## src/rtl/mux16_sched_pkg.sv

```systemverilog
// Shared types and helpers for the 16-way round-robin mux scheduler.
package mux16_sched_pkg;

  localparam int NREQ = 16;
  localparam int SELW = 4;

  typedef enum logic {
    IDLE  = 1'b0,
    GRANT = 1'b1
  } sched_state_e;

  function automatic logic [NREQ-1:0] onehot16(input logic [SELW-1:0] idx);
    logic [NREQ-1:0] v;
    v      = '0;
    v[idx] = 1'b1;
    return v;
  endfunction

endpackage

```

## src/rtl/mux16to1.sv

```systemverilog
// Single-bit 16:1 multiplexer used on the shared serial output path.
module mux16to1 (
  input  logic [15:0] in,
  input  logic [3:0]  sel,
  output logic        out
);

  assign out = in[sel];

endmodule

```

## src/rtl/rr_pick16.sv

```systemverilog
// Round-robin picker: first set request at or after ptr, wrapping 15 -> 0.
module rr_pick16
  import mux16_sched_pkg::*;
(
  input  logic [NREQ-1:0] req,
  input  logic [SELW-1:0] ptr,
  output logic [SELW-1:0] idx,
  output logic            any
);

  logic [2*NREQ-1:0] dbl;
  logic [NREQ-1:0]   rot;
  logic [SELW-1:0]   off;

  // Bit i of rot is req[(ptr + i) mod 16], so offset 0 is the search start.
  assign dbl = {req, req};
  assign rot = NREQ'(dbl >> ptr);

  always_comb begin
    off = '0;
    for (int i = NREQ - 1; i >= 0; i--) begin
      if (rot[i]) off = SELW'(i);
    end
  end

  assign any = |req;
  assign idx = ptr + off;

endmodule

```

## src/rtl/mux16_rr_sched.sv

```systemverilog
// Round-robin scheduler sharing one 16:1 bit mux among 16 requesters,
// with per-grant hold limit and back-to-back handover.
//
// state | meaning
// IDLE  | no grant; waiting for any request
// GRANT | grant active on sel; released on request drop or hold limit
module mux16_rr_sched
  import mux16_sched_pkg::*;
#(
  parameter int HOLD = 4
) (
  input  logic            clk,
  input  logic            rst_n,
  input  logic [NREQ-1:0] req,
  input  logic [NREQ-1:0] din,
  output logic [SELW-1:0] sel,
  output logic [NREQ-1:0] gnt,
  output logic            valid,
  output logic            dout
);

  localparam int              CNTW     = (HOLD > 1) ? $clog2(HOLD) : 1;
  localparam logic [CNTW-1:0] CNT_LAST = CNTW'(HOLD - 1);

  sched_state_e    state_q, state_d;
  logic [SELW-1:0] ptr_q, ptr_d;
  logic [CNTW-1:0] cnt_q, cnt_d;
  logic [SELW-1:0] sel_q, sel_d;
  logic [NREQ-1:0] gnt_q, gnt_d;
  logic            valid_q, valid_d;

  logic            rel;
  logic [SELW-1:0] pick_ptr;
  logic [SELW-1:0] pick_idx;
  logic            pick_any;
  logic            mux_out;

  // Request drop and hold limit collapse into one release event.
  assign rel      = (state_q == GRANT) && (!req[sel_q] || (cnt_q == CNT_LAST));
  assign pick_ptr = (state_q == GRANT) ? sel_q + SELW'(1) : ptr_q;

  rr_pick16 u_pick (
    .req (req),
    .ptr (pick_ptr),
    .idx (pick_idx),
    .any (pick_any)
  );

  always_ff @(posedge clk or negedge rst_n) begin
    if (!rst_n) begin
      state_q <= IDLE;
      ptr_q   <= '0;
      cnt_q   <= '0;
      sel_q   <= '0;
      gnt_q   <= '0;
      valid_q <= 1'b0;
    end else begin
      state_q <= state_d;
      ptr_q   <= ptr_d;
      cnt_q   <= cnt_d;
      sel_q   <= sel_d;
      gnt_q   <= gnt_d;
      valid_q <= valid_d;
    end
  end

  always_comb begin
    state_d = state_q;
    case (state_q)
      IDLE:    if (pick_any) state_d = GRANT;
      GRANT:   if (rel && !pick_any) state_d = IDLE;
      default: state_d = IDLE;
    endcase
  end

  always_comb begin
    ptr_d   = ptr_q;
    cnt_d   = cnt_q;
    sel_d   = sel_q;
    gnt_d   = gnt_q;
    valid_d = valid_q;
    case (state_q)
      IDLE: begin
        if (pick_any) begin
          sel_d   = pick_idx;
          gnt_d   = onehot16(pick_idx);
          valid_d = 1'b1;
          cnt_d   = '0;
        end
      end
      GRANT: begin
        if (rel) begin
          ptr_d = pick_ptr;
          cnt_d = '0;
          if (pick_any) begin
            sel_d   = pick_idx;
            gnt_d   = onehot16(pick_idx);
            valid_d = 1'b1;
          end else begin
            gnt_d   = '0;
            valid_d = 1'b0;
          end
        end else begin
          cnt_d = cnt_q + CNTW'(1);
        end
      end
      default: begin
        gnt_d   = '0;
        valid_d = 1'b0;
      end
    endcase
  end

  mux16to1 u_mux (
    .in  (din),
    .sel (sel_q),
    .out (mux_out)
  );

  assign sel   = sel_q;
  assign gnt   = gnt_q;
  assign valid = valid_q;
  assign dout  = mux_out & valid_q;

endmodule

```

## config.mk

```make
export PLATFORM = sky130hd
export DESIGN_NAME = mux16_rr_sched
export DESIGN_NICKNAME = d
export VERILOG_FILES = /design/src/rtl/mux16_sched_pkg.sv /design/src/rtl/mux16to1.sv /design/src/rtl/rr_pick16.sv /design/src/rtl/mux16_rr_sched.sv
export SDC_FILE = /design/constraint.sdc
export NUM_CORES = 1
export LEC_CHECK = 0
export ABC_AREA = 1
export CORE_MARGIN = 1.5
export CORE_UTILIZATION = 58
export CTS_CLUSTER_SIZE = 8
export DETAILED_ROUTE_END_ITERATION = 6
export PLACE_DENSITY = 0.89
export SYNTH_ARGS = -nofsm -noshare
export SYNTH_HDL_FRONTEND = slang
export SYNTH_HIERARCHICAL = 1
export SYNTH_SLANG_ARGS = --single-unit
```

## constraint.sdc

```tcl
create_clock -name clk -period 7.8 [get_ports clk]
set_input_delay 1.17 -clock clk [delete_from_list [all_inputs] [get_ports clk]]
set_output_delay 1.17 -clock clk [all_outputs]
set_load 0.01 [all_outputs]
```

Word level (Yosys, flattened, before mapping)
Cells that the tools add are included.
{"block": "op_classes", "reduce_logical": 9, "mux": 39, "shifts": 1, "magnitude_cmp": 3, "n_eq_ne": 3, "add_sub_neg": 3, "bitwise": 2}
{"cell": "$mux W4", "count": 19}
{"cell": "$mux W16", "count": 3}
{"cell": "$pmux W16 S2", "count": 1}
{"cell": "$shr A32 B4 Y16", "count": 1}
{"cell": "$reduce_or A16 Y1", "count": 1}
{"cell": "$lt A4 B5 Y1 const B", "count": 2}
{"cell": "$bmux W1 S4", "count": 2}
{"cell": "$pmux W4 S2", "count": 1}
{"cell": "$mux W1", "count": 7}
{"cell": "$add A4 B1 Y4 const B", "count": 1}
{"cell": "$add A4 B4 Y4", "count": 1}
{"cell": "$demux W1 S4", "count": 1}
{"cell": "$ge A4 B1 Y1 const B", "count": 1}
{"cell": "$mux W2", "count": 2}
{"cell": "$pmux W1 S2", "count": 2}
{"cell": "$pmux W2 S2", "count": 1}
{"cell": "$reduce_and A2 Y1", "count": 2}
{"cell": "$logic_and A1 B1 Y1", "count": 3}
{"cell": "$add A2 B1 Y2 const B", "count": 1}
{"cell": "$eq A2 B2 Y1 const B", "count": 1}
{"cell": "$logic_not A1 Y1", "count": 2}
{"cell": "$ne A2 B1 Y1 const B", "count": 1}
{"cell": "$ne A2 B2 Y1 const B", "count": 1}
{"cell": "$and A1 B1 Y1", "count": 1}
{"cell": "2 further kinds", "count": 2}
{"block": "totals", "regBits": 28, "input_bits": 34, "word_cells": 66}

Longest topological paths before layout
Gate-level depths: netlist of run 1.
{"block": "logic_depth", "depth_word": 27, "ltp_mapped": 37, "depth_no_buf": 34}

Cells and area by module
The synthesis of run 1 kept the hierarchy.
{"module": "mux16_rr_sched", "cells_per_inst": 216, "instances": 1, "area_each_um2": 1550.2}
{"module": "rr_pick16", "cells_per_inst": 224, "instances": 1, "area_each_um2": 1247.4}
{"module": "mux16to1", "cells_per_inst": 50, "instances": 1, "area_each_um2": 230.2}

Least setup slack after synthesis of run 1
No wires, ideal clock.
{"block": "synth_path", "path_type": "register to register", "start": "register sel_q[1], in the netlist sel[1]", "end": "register gnt_q[2], in the netlist gnt[2]", "setup_slack_ns": 4.003, "t_arrival_ns": 3.680, "setup_ns": 0.117, "path_stages_with_launch": 32, "t_required_ns": 7.683, "n_path_buf": 2, "synth_period_minus_slack_ns": 3.797, "path_cell_list": "dfrtp_1 -> ha_1 -> xor2_1 -> inv_1 -> o21ai_0 -> buf_2 -> inv_1 -> buf_4 -> nand3_1 -> nand3_1 -> o21ai_2 -> nand2_1 -> nand2_1 -> nand2_1 -> nand2_1 -> nand2_1 -> nand2_1 -> nand2_1 -> nand2_1 -> nand2_1 -> nand2_1 -> nand2_1 -> nand2_1 -> a21oi_1 -> ha_1 -> fa_1 -> xor2_1 -> inv_1 -> nand2_1 -> nor2_1 -> nand3_1 -> nand2_1"}
{"block": "synth_via", "elab_chain_cells": 27, "word_cells_on_any_way": 36, "classes_between": "2 x add/sub; 2 x order compare; 1 x eq/ne; 1 x shift; 25 x mux; 5 x reduce/logical"}
{"item": "start, declared", "line": "mux16_rr_sched.sv:28", "source": "logic [SELW-1:0] sel_q, sel_d;"}
{"item": "start signal, assigned", "line": "mux16_rr_sched.sv:61", "source": "sel_q <= sel_d;"}
{"item": "$add A4 B1 Y4 *", "line": "mux16_rr_sched.sv:40", "source": "assign pick_ptr = (state_q == GRANT) ? sel_q + SELW'(1) : ptr_q;"}
{"item": "$mux W4 *", "line": "mux16_rr_sched.sv:40"}
{"item": "net pick_ptr[2]", "line": "mux16_rr_sched.sv:33", "source": "logic [SELW-1:0] pick_ptr;"}
{"item": "$shr A32 B4 Y16", "line": "rr_pick16.sv:17", "source": "assign rot = NREQ'(dbl >> ptr);"}
{"item": "$mux W4 (16 in series)", "line": "rr_pick16.sv:22", "source": "if (rot[i]) off = SELW'(i);"}
{"item": "$add A4 B4 Y4 *", "line": "rr_pick16.sv:27", "source": "assign idx = ptr + off;"}
{"item": "net pick_idx[2]", "line": "mux16_rr_sched.sv:34", "source": "logic [SELW-1:0] pick_idx;"}
{"item": "$lt A4 B5 Y1 (not written as such) / $ge A4 B1 Y1 (equally long branches)", "line": "mux16_sched_pkg.sv:15", "source": "v[idx] = 1'b1;"}
{"item": "$logic_and A1 B1 Y1 (not written as such)", "line": "mux16_sched_pkg.sv:15"}
{"item": "$mux W1 (not written as such)", "line": "mux16_sched_pkg.sv:15"}
{"item": "$demux W1 S4 *", "line": "mux16_sched_pkg.sv:15"}
{"item": "$mux W16", "line": "mux16_rr_sched.sv:95", "source": "if (pick_any) begin"}
{"item": "$mux W16", "line": "mux16_rr_sched.sv:92", "source": "if (rel) begin"}
{"item": "$pmux W16 S2 *", "line": "mux16_rr_sched.sv:82", "source": "case (state_q)"}
{"item": "end signal, assigned", "line": "mux16_rr_sched.sv:62", "source": "gnt_q <= gnt_d;"}
{"item": "end, declared", "line": "mux16_rr_sched.sv:29", "source": "logic [NREQ-1:0] gnt_q, gnt_d;"}
The timed path passes the listed nets; every way through them passes the cells marked *. The select of a mux whose other input is x is not followed.
A chain may end at the register's enable or synchronous reset.

Final worst setup path of run 1
{"block": "layout_path", "start": "register sel_q[0], in the netlist sel[0]", "end": "register gnt_q[2], in the netlist gnt[2]"}
Same word-level chain as after synthesis.

==> metrics.csv, run 1 <==
metric;value;unit
status;finished clean;
synthSimpleGateAreaFrac;0.530;
relSlewSlack;0.333;
core-area;5070;um2
post_cts_buffers;0;
dr_total_vias;3320;
syn_nets;530;
ys_warn_count;6;
die_area;5660;um2
cts_buffer_depth;2;
fin_skew;6.38;ps
synth_cells;490;
die_h;75.3;um
maxSlewViolCount;0;
setup_tns;0;ps
max_freq;199;MHz
synth_top_family_by_area;simple AND/OR/NAND/NOR gates;
critPathRequiredTime;7960;ps
final_hold_viol_count;0;
first_iter_violations;276;
crit_fanout;24;
wl;7740;um
final_cell_mix;nand2_1 (178), nand3_1 (97), clkdlybuf4s50_1 (55);
synth-compound-area-share;0.0612;
seq_area_frac_synth;0.231;
fp-row-count;26;
synth_mux_area_frac;0.00331;
cts_hold_buf;0;
cp_common_cell;nand2_1;
root_buffer;clkbuf_8;
regArea;701;um2
path_delay_family;simple AND/OR/NAND/NOR gates;
top_level_ports;56;
endpoint_kind;flip-flop;
drcViolationCount;0;
avgSynthCellArea;6.18;um2
multi_input_area;1920;um2
start_kind;flip-flop;
die-width;75.3;um
synth_top_area_cell;dfrtp_1;
antenna_left;0;
start_util;0.597;
period_share;0.645;
area_growth;18.6;%
cts_buffers;3;
setup_viol;0;
period_minus_slack;5030;ps
first_pass_iters;6;
wire_per_inst;12.9;um
synth_seq_cells;28;
path_clk_slew;90;ps
synth_top_area_frac;0.231;
path_buf_inv;3;
cp_slowest_cell;dfrtp_1;
synth.distinct_cells;35;
layout_commonest_cell;nand2_1;
max_stage_delay;910;ps
grt_pass1_vias;2996;
cts_tree;built;
worstHoldPathType;reg2reg;
dp_hpwl;5920;um
clock_latency;270;ps
cts_sinks;28;
tightest_slew;998;ps
critical_path_class;reg2reg;
rsz0062_at_grt;false;
drive_gt1_frac;0.102;
grt_max_degree;29;
post_cts_resized;0;
gp_congestion;1.01;
viasPerCell;5.51;
portBuffers;55;
synthTopCellsByArea;dfrtp_1 (23%), nand2_1 (22%), nand3_1 (16%);
synth_xor_area_frac;0.0116;
nNetsFinal;573;
num-fill-cells;443;
grt_pass1_wl;13100;um
antenna_found_initial;0;
yosys.area_share.adder;0.0273;
cp.arrival;5190;ps
synthesis.area;3030;um2
grt_overflow_total;0;
cts_max_level;1;
grtUsageTotal;0.293;
n_antenna_cell;0;
cap_violations;0;
-- worst min-delay path, cell delays in order (launching register included) --
cell and delay, ps:
dfrtp_1 350, nand2_1 50, nand2_1 50
-- flip-flops by register name, indices dropped and copies added, names as in the netlist --
signal	flops
cnt_q	2
gnt	16
ptr_q	4
sel	4
state_q	1
valid	1
-- per-stage QoR --
stage                     std cells  hold WS [ps]  instance area (um2)  setup slack (ps)   util
after floorplan                 490           442                 3030              4000      -
after global placement          598           455                 3520              2950  0.694
after detailed placement        598           462                 3520              2870  0.694
after CTS                       602           484                 3590              2820  0.708
after global routing            602           509                 3590              2190  0.708
final                           602           478                 3590              2770  0.708
-- area by class of cell --
| class | count | area share |
|---|---|---|
| clock inverters | 1 | 0.00836 |
| clock buffers | 3 | 0.0115 |
| multi-input cells | 382 | 0.534 |
| repair buffers | 58 | 0.160 |
| well taps | 70 | 0.0244 |
| flip-flops and latches | 28 | 0.195 |
| inverters | 60 | 0.0676 |
-- cells by family (layout without fill, tap and decap cells) --
kind of cell | after synthesis | after routing
simple gates | 339 | 339
buf+inv | 80 | 122
compound gates | 32 | 32
flops | 28 | 28
fa+ha+maj | 6 | 6
xor+xnor | 4 | 4
mux | 1 | 1
-- cells in the mapped netlist, drive strengths merged --
cell type and instances:
nor4 4, nand4 2, nor2 22, xor2 3, a211oi 1, nand3 113
o21ai 22, fa 1, o31ai 1, mux2i 1, dfrtp 28, o21a 1
a21boi 1, a21oi 5, and2 2, xnor2 1, clkbuf 1, a31oi 1
buf 19, nand2 196, ha 5, inv 60
-- worst paths after layout --
kind,slack [ps],endpoint,cells past startpoint,startpoint
max,2770,gnt[2],29,sel[0]
min,480,gnt[6],2,gnt[6]
max reg2reg,2770,gnt[2],29,sel[0]
min reg2reg,480,gnt[6],2,gnt[6]
max in group asynchronous,6280,gnt[11],2,rst_n
min in group asynchronous,1260,sel[0],2,rst_n
-- routing by layer --
| layer | vias up | global-route usage | wire, um |
|---|---|---|---|
| li1 | 1652 | - | - |
| met1 | 1533 | 0.386 | 3370 |
| met2 | 113 | 0.514 | 3790 |
| met3 | 22 | 0.0147 | 386 |
| met4 | 0 | 0.0972 | 192 |
| met5 | - | 0 | 0 |
Power of run 1 is not shown: default switching activity piles up to over one toggle a cycle in this logic, so the estimate is an artifact.
==> run 2: changes to the inputs <==
- CORE_UTILIZATION: 58 -> 48
- PLACE_DENSITY: 0.89 -> 0.79
- clock period: 7.8 -> 4.35 ns (I/O delays scaled with it)
==> run 2 against run 1 <==
  * First-iteration DRC count is 22% lower
  * Via count is 2.7% lower
  * Global-route usage is 4.5 points lower
  * Critical endpoint is now gnt[11]
==> metrics.csv, run 2 (synthesis gave the netlist of run 1 again) <==
metric;value;unit;change
status;finished clean;;
max_freq;253;MHz;+28%
crit_cells;24;;-17%
cts_buffers;3;;unchanged
crit_start;sel[0];;
first_iter_violations;215;;-22%
first_pass_iters;5;;-1
rsz0062_at_grt;false;;
maxSlewViolCount;0;;unchanged
dp_hpwl;6110;um;+3.3%
die-width;82.4;um;+9.5%
start_kind;flip-flop;;
cp_common_cell;nand2_1;;
relSlewSlack;0.673;;+0.340
portBuffers;55;;unchanged
layout_commonest_cell;nand2_1;;
grt_pass1_vias;3067;;+2.4%
grt_overflow_total;0;;unchanged
max_stage_delay;510;ps;-400 ps
grt_pass1_wl;13500;um;+2.6%
period_share;0.907;;+0.262
wl;7850;um;+1.4%
fp-row-count;28;;+7.7%
cts_hold_buf;0;;unchanged
clock_latency;280;ps;about the same
path_delay_family;simple AND/OR/NAND/NOR gates;;
final_hold_viol_count;0;;unchanged
root_buffer;clkbuf_8;;
wire_per_inst;12.8;um;-0.61%
multi_input_area;1920;um2;+0.39%
antenna_found_initial;0;;unchanged
critPathRequiredTime;4570;ps;-3390 ps
antenna_left;0;;unchanged
start_util;0.505;;-0.0912
drcViolationCount;0;;unchanged
path_clk_slew;90;ps;about the same
core-area;5990;um2;+18%
hold_depth;2;;unchanged
viasPerCell;5.26;;-4.6%
regArea;703;um2;+0.36%
cp.arrival;4170;ps;-1020 ps
worstHoldPathType;reg2reg;;
cap_violations;0;;unchanged
cts_sinks;28;;unchanged
critical_path_class;reg2reg;;
n_antenna_cell;0;;unchanged
cts_max_level;1;;unchanged
r2r_start;sel[0];;
worstRegToRegCells;24;;-17%
met1_length;3690;um;+9.3%
cts_tree;built;;
path_buf_inv;4;;+1
top_layer_used;met4;;
drive_gt1_frac;0.119;;+0.0172
grtUsageTotal;0.248;;-0.0450
reg2reg_to;gnt[11];;
period_minus_slack;3950;ps;-1090 ps
wl_met2;3730;um;-1.7%
cts_buffer_depth;2;;unchanged
crit_fanout;15;;-38%
setup_viol;0;;unchanged
num-fill-cells;578;;+30%
cp_slowest_cell;dfrtp_1;;
grt_max_degree;29;;unchanged
fin_skew;2.16;ps;-4.23 ps
final_cell_mix;nand2_1 (178), nand3_1 (97), clkdlybuf4s50_1 (55);;
endpoint_kind;flip-flop;;
setup_tns;0;ps;unchanged
nNetsFinal;580;;+1.2%
cp_cell_sequence;ha_1 -> xor2_1 -> inv_1 -> o21ai_1 -> inv_1 -> nand3_1 -> nand2_1 -> nand2_1 -> nand2_1 -> a21oi_1 -> inv_1 -> nor2_1 -> inv_1 -> a21oi_1 -> nor2_1 -> ha_1 -> a21oi_1 -> nand2_1 -> xor2_1 -> xnor2_1 -> nand2_1 -> nor2_1 -> nand3_1 -> nand2_1;;
tightest_slew;489;ps;-508 ps
regToRegSetupSlack;400;ps;-2360 ps
largest_reg_flops;16;;unchanged
top_level_ports;56;;unchanged
gp_congestion;0.969;;-4.3%
route.met3.wl;373;um;-3.4%
die_h;82.4;um;+9.5%
crit_end;gnt[11];;
dr_total_vias;3231;;-2.7%
area_growth;21.0;%;
die_area;6790;um2;+20%
[run 2: layer usage]
metal	vias up	track usage
li1	1667	-
met1	1469	0.337
met2	88	0.439
met3	7	0.0110
met4	0	0.0424
met5	-	0
[run 2: cell type report]
cell class | instances | share of cell area
multi-input combinational | 382 | 0.525
timing repair buffer | 65 | 0.171
tap | 75 | 0.0256
sequential | 28 | 0.192
clock inverter | 1 | 0.00820
inverter | 60 | 0.0669
clock buffer | 3 | 0.0113
[run 2: worst register-to-register path: cells and delay by family (launching register included)]
family | cells | cell delay, ps
AND/OR/NAND/NOR | 11 | 1210
XOR/XNOR | 3 | 620
adder cells (fa/ha/maj) | 2 | 550
AO/OA/AOI/OAI | 4 | 550
flip-flops | 1 | 510
buffers and inverters | 4 | 460
[run 2: repair_timing]
item                       in CTS  in global routing
setup endpoints to repair       0                 16
buffers inserted                0                  0
gates resized for setup         0                  5
[run 2: worst min path at each step]
stage	from	to	slack (ps)
after CTS	gnt[2]	gnt[2]	490
after global routing	gnt[6]	gnt[6]	510
after global placement	gnt[2]	gnt[2]	460
after floorplan	rst_n	cnt_q[0]	360
after detailed placement	gnt[1]	gnt[1]	460
final	gnt[6]	gnt[6]	490
[run 2: stage by stage]
| step | area, um2 | utilization | hold WS [ps] | instances | setup slack [ps] |
|---|---|---|---|---|---|
| 4_1_cts | 3650 | 0.609 | 490 | 614 | 325 |
| 3_5_place_dp | 3580 | 0.598 | 458 | 610 | 351 |
| 5_1_grt | 3660 | 0.612 | 515 | 614 | 0.000888 |
| 2_1_floorplan | 3030 | - | 357 | 490 | 553 |
| 6_report | 3660 | 0.612 | 485 | 614 | 403 |
| 3_3_place_gp | 3580 | 0.598 | 460 | 610 | 359 |
Power of run 2 is left out for the same reason.
==> run 3: changes to the inputs <==
==> constraint.sdc (replaced) <==
create_clock -name clk -period 4.35 [get_ports clk]
set_input_delay 0.6525 -clock clk [delete_from_list [all_inputs] [get_ports clk]]
set_output_delay 0.6525 -clock clk [all_outputs]
set_load 0.1 [all_outputs]
==> run 3 against run 2 <==
  * Final area rose by 1.4%
  * Core utilization rose by 0.88 points
  * Routed wire length rose by 4.2%
  * Critical path depth rose by 1
  * Fmax fell by 1.0%
  * Setup slack got worse by 41 ps
  * Non-clock buffer count rose by 3
  * Sequential share of layout area fell by 0.24 points
==> metrics.csv, run 3 (synthesis gave the netlist of run 1 again) <==
metric;value;unit;change
fin_skew;6.24;ps;+4.09 ps
final_hold_viol_count;0;;unchanged
grtUsageTotal;0.251;;+0.00341
n_antenna_cell;0;;unchanged
hold_end;ptr_q[1];;
fp-row-count;28;;unchanged
placedCellCount;611;;+0.16%
drcViolationCount;0;;unchanged
top_level_ports;56;;unchanged
cts_max_level;1;;unchanged
critPathRequiredTime;4530;ps;-40 ps
cp_slowest_cell;dfrtp_2;;
clock_latency;280;ps;about the same
die_area;6790;um2;unchanged
max_freq;251;MHz;-1.0%
endpoint_kind;flip-flop;;
nNetsFinal;583;;+0.52%
grt_max_degree;26;;-10%
dp_hpwl;6240;um;+2.0%
num-fill-cells;564;;-2.4%
antenna_left;0;;unchanged
path_delay_family;simple AND/OR/NAND/NOR gates;;
reg2reg_to;gnt[0];;
maxSlewViolCount;0;;unchanged
grt_pass1_wl;13500;um;+0.46%
cts_buffer_depth;2;;unchanged
regToRegSetupSlack;360;ps;-40 ps
crit_fanout;16;;+1
grt_pass1_vias;3062;;-0.16%
first_pass_iters;5;;unchanged
tightest_slew;993;ps;+504 ps
die_h;82.4;um;unchanged
first_iter_violations;249;;+16%
final_cell_mix;nand2_1 (178), nand3_1 (97), clkdlybuf4s50_1 (54);;
period_share;0.917;;+0.00951
cp.arrival;4160;ps;about the same
cts_tree;built;;
drive_gt1_frac;0.133;;+0.0141
setup_tns;0;ps;unchanged
path_clk_slew;100;ps;about the same
cap_violations;0;;unchanged
antenna_found_initial;0;;unchanged
area_growth;22.7;%;
crit_cells;25;;+4.2%
worstRegToRegCells;25;;+4.2%
core-area;5990;um2;unchanged
grt_overflow_total;0;;unchanged
setup_viol;0;;unchanged
start_kind;flip-flop;;
cp_common_cell;nand2_1;;
start_util;0.505;;unchanged
critical_path_class;reg2reg;;
wire_per_inst;13.2;um;+3.7%
layout_commonest_cell;nand2_1;;
status;finished clean;;
worstHoldPathType;reg2reg;;
path_buf_inv;4;;unchanged
dr_total_vias;3314;;+2.6%
viasPerCell;5.37;;+2.1%
timing.hold.ws;482;ps;-3.10 ps
hold_start;ptr_q[1];;
largest_reg_flops;16;;unchanged
portBuffers;55;;unchanged
finalCoreUtilization;0.620;;+0.00877
r2r_start;sel[1];;
max_stage_delay;490;ps;-20 ps
die-width;82.4;um;unchanged
finalNonFillerCells;617;;+0.49%
period_minus_slack;3990;ps;+41.4 ps
gp_congestion;0.931;;-3.9%
wl;8180;um;+4.2%
cts_buffers;3;;unchanged
root_buffer;clkbuf_8;;
hold_depth;2;;unchanged
relSlewSlack;0.336;;-0.337
cts_sinks;28;;unchanged
rsz0062_at_grt;false;;
## run 3: worst register-to-register path, cell delays in order, from the launching register on
cell     delay (ps)
dfrtp_2         490
ha_1            300
nand2_1          50
nand2_1         160
buf_6           210
nand3_1         140
nand3_1         100
nand2_1          80
nand2_1          60
nand2_1          80
a21oi_1         140
inv_1            70
nor2_1          170
inv_1            70
a21oi_1         130
nor2_1           60
ha_1            350
a21oi_1         210
nand2_1          90
xor2_1          270
xnor2_2         200
inv_1            90
nand2_1         130
nor2_1           70
nand3_1          80
nand2_1          60
## run 3: worst max path at each step
stage / from / end / slack (ps)
finish: sel[1] / gnt[0] / 360
detailed placement: req[12] / gnt[8] / 270
global route: sel[1] / gnt[0] / 10
floorplan: sel[2] / gnt[4] / 210
CTS: sel[1] / gnt[8] / 250
global placement: req[12] / gnt[9] / 300
## run 3: layout make-up
type,count,area [um2],area share
well taps,75,93.8,0.0253
clock buffers,3,41.3,0.0111
clock inverters,1,30.0,0.00808
multi-input cells,382,1940,0.521
flip-flops and latches,28,704,0.190
repair buffers,68,666,0.179
inverters,60,245,0.0660
## run 3: layer usage
layer / vias up / track usage / part of all wire
li1: 1674 / - / -
met2: 113 / 0.433 / 0.47
met1: 1503 / 0.329 / 0.46
met3: 24 / 0.0209 / 0.051
met4: 0 / 0.0831 / 0.025
met5: - / 0 / 0
## run 3: timing repair
action	4_1_cts	5_1_grt
endpoints found under the setup margin	0	16
resized for setup	0	9
setup buffers	0	2
hold buffers	0	0
## run 3: stage by stage
step,setup slack [ps],instance area [um2]
floorplan,209,3030
global placement,304,3600
detailed placement,268,3600
CTS,245,3670
global route,13.3,3720
finish,362,3720
Power of run 3 is left out for the same reason.
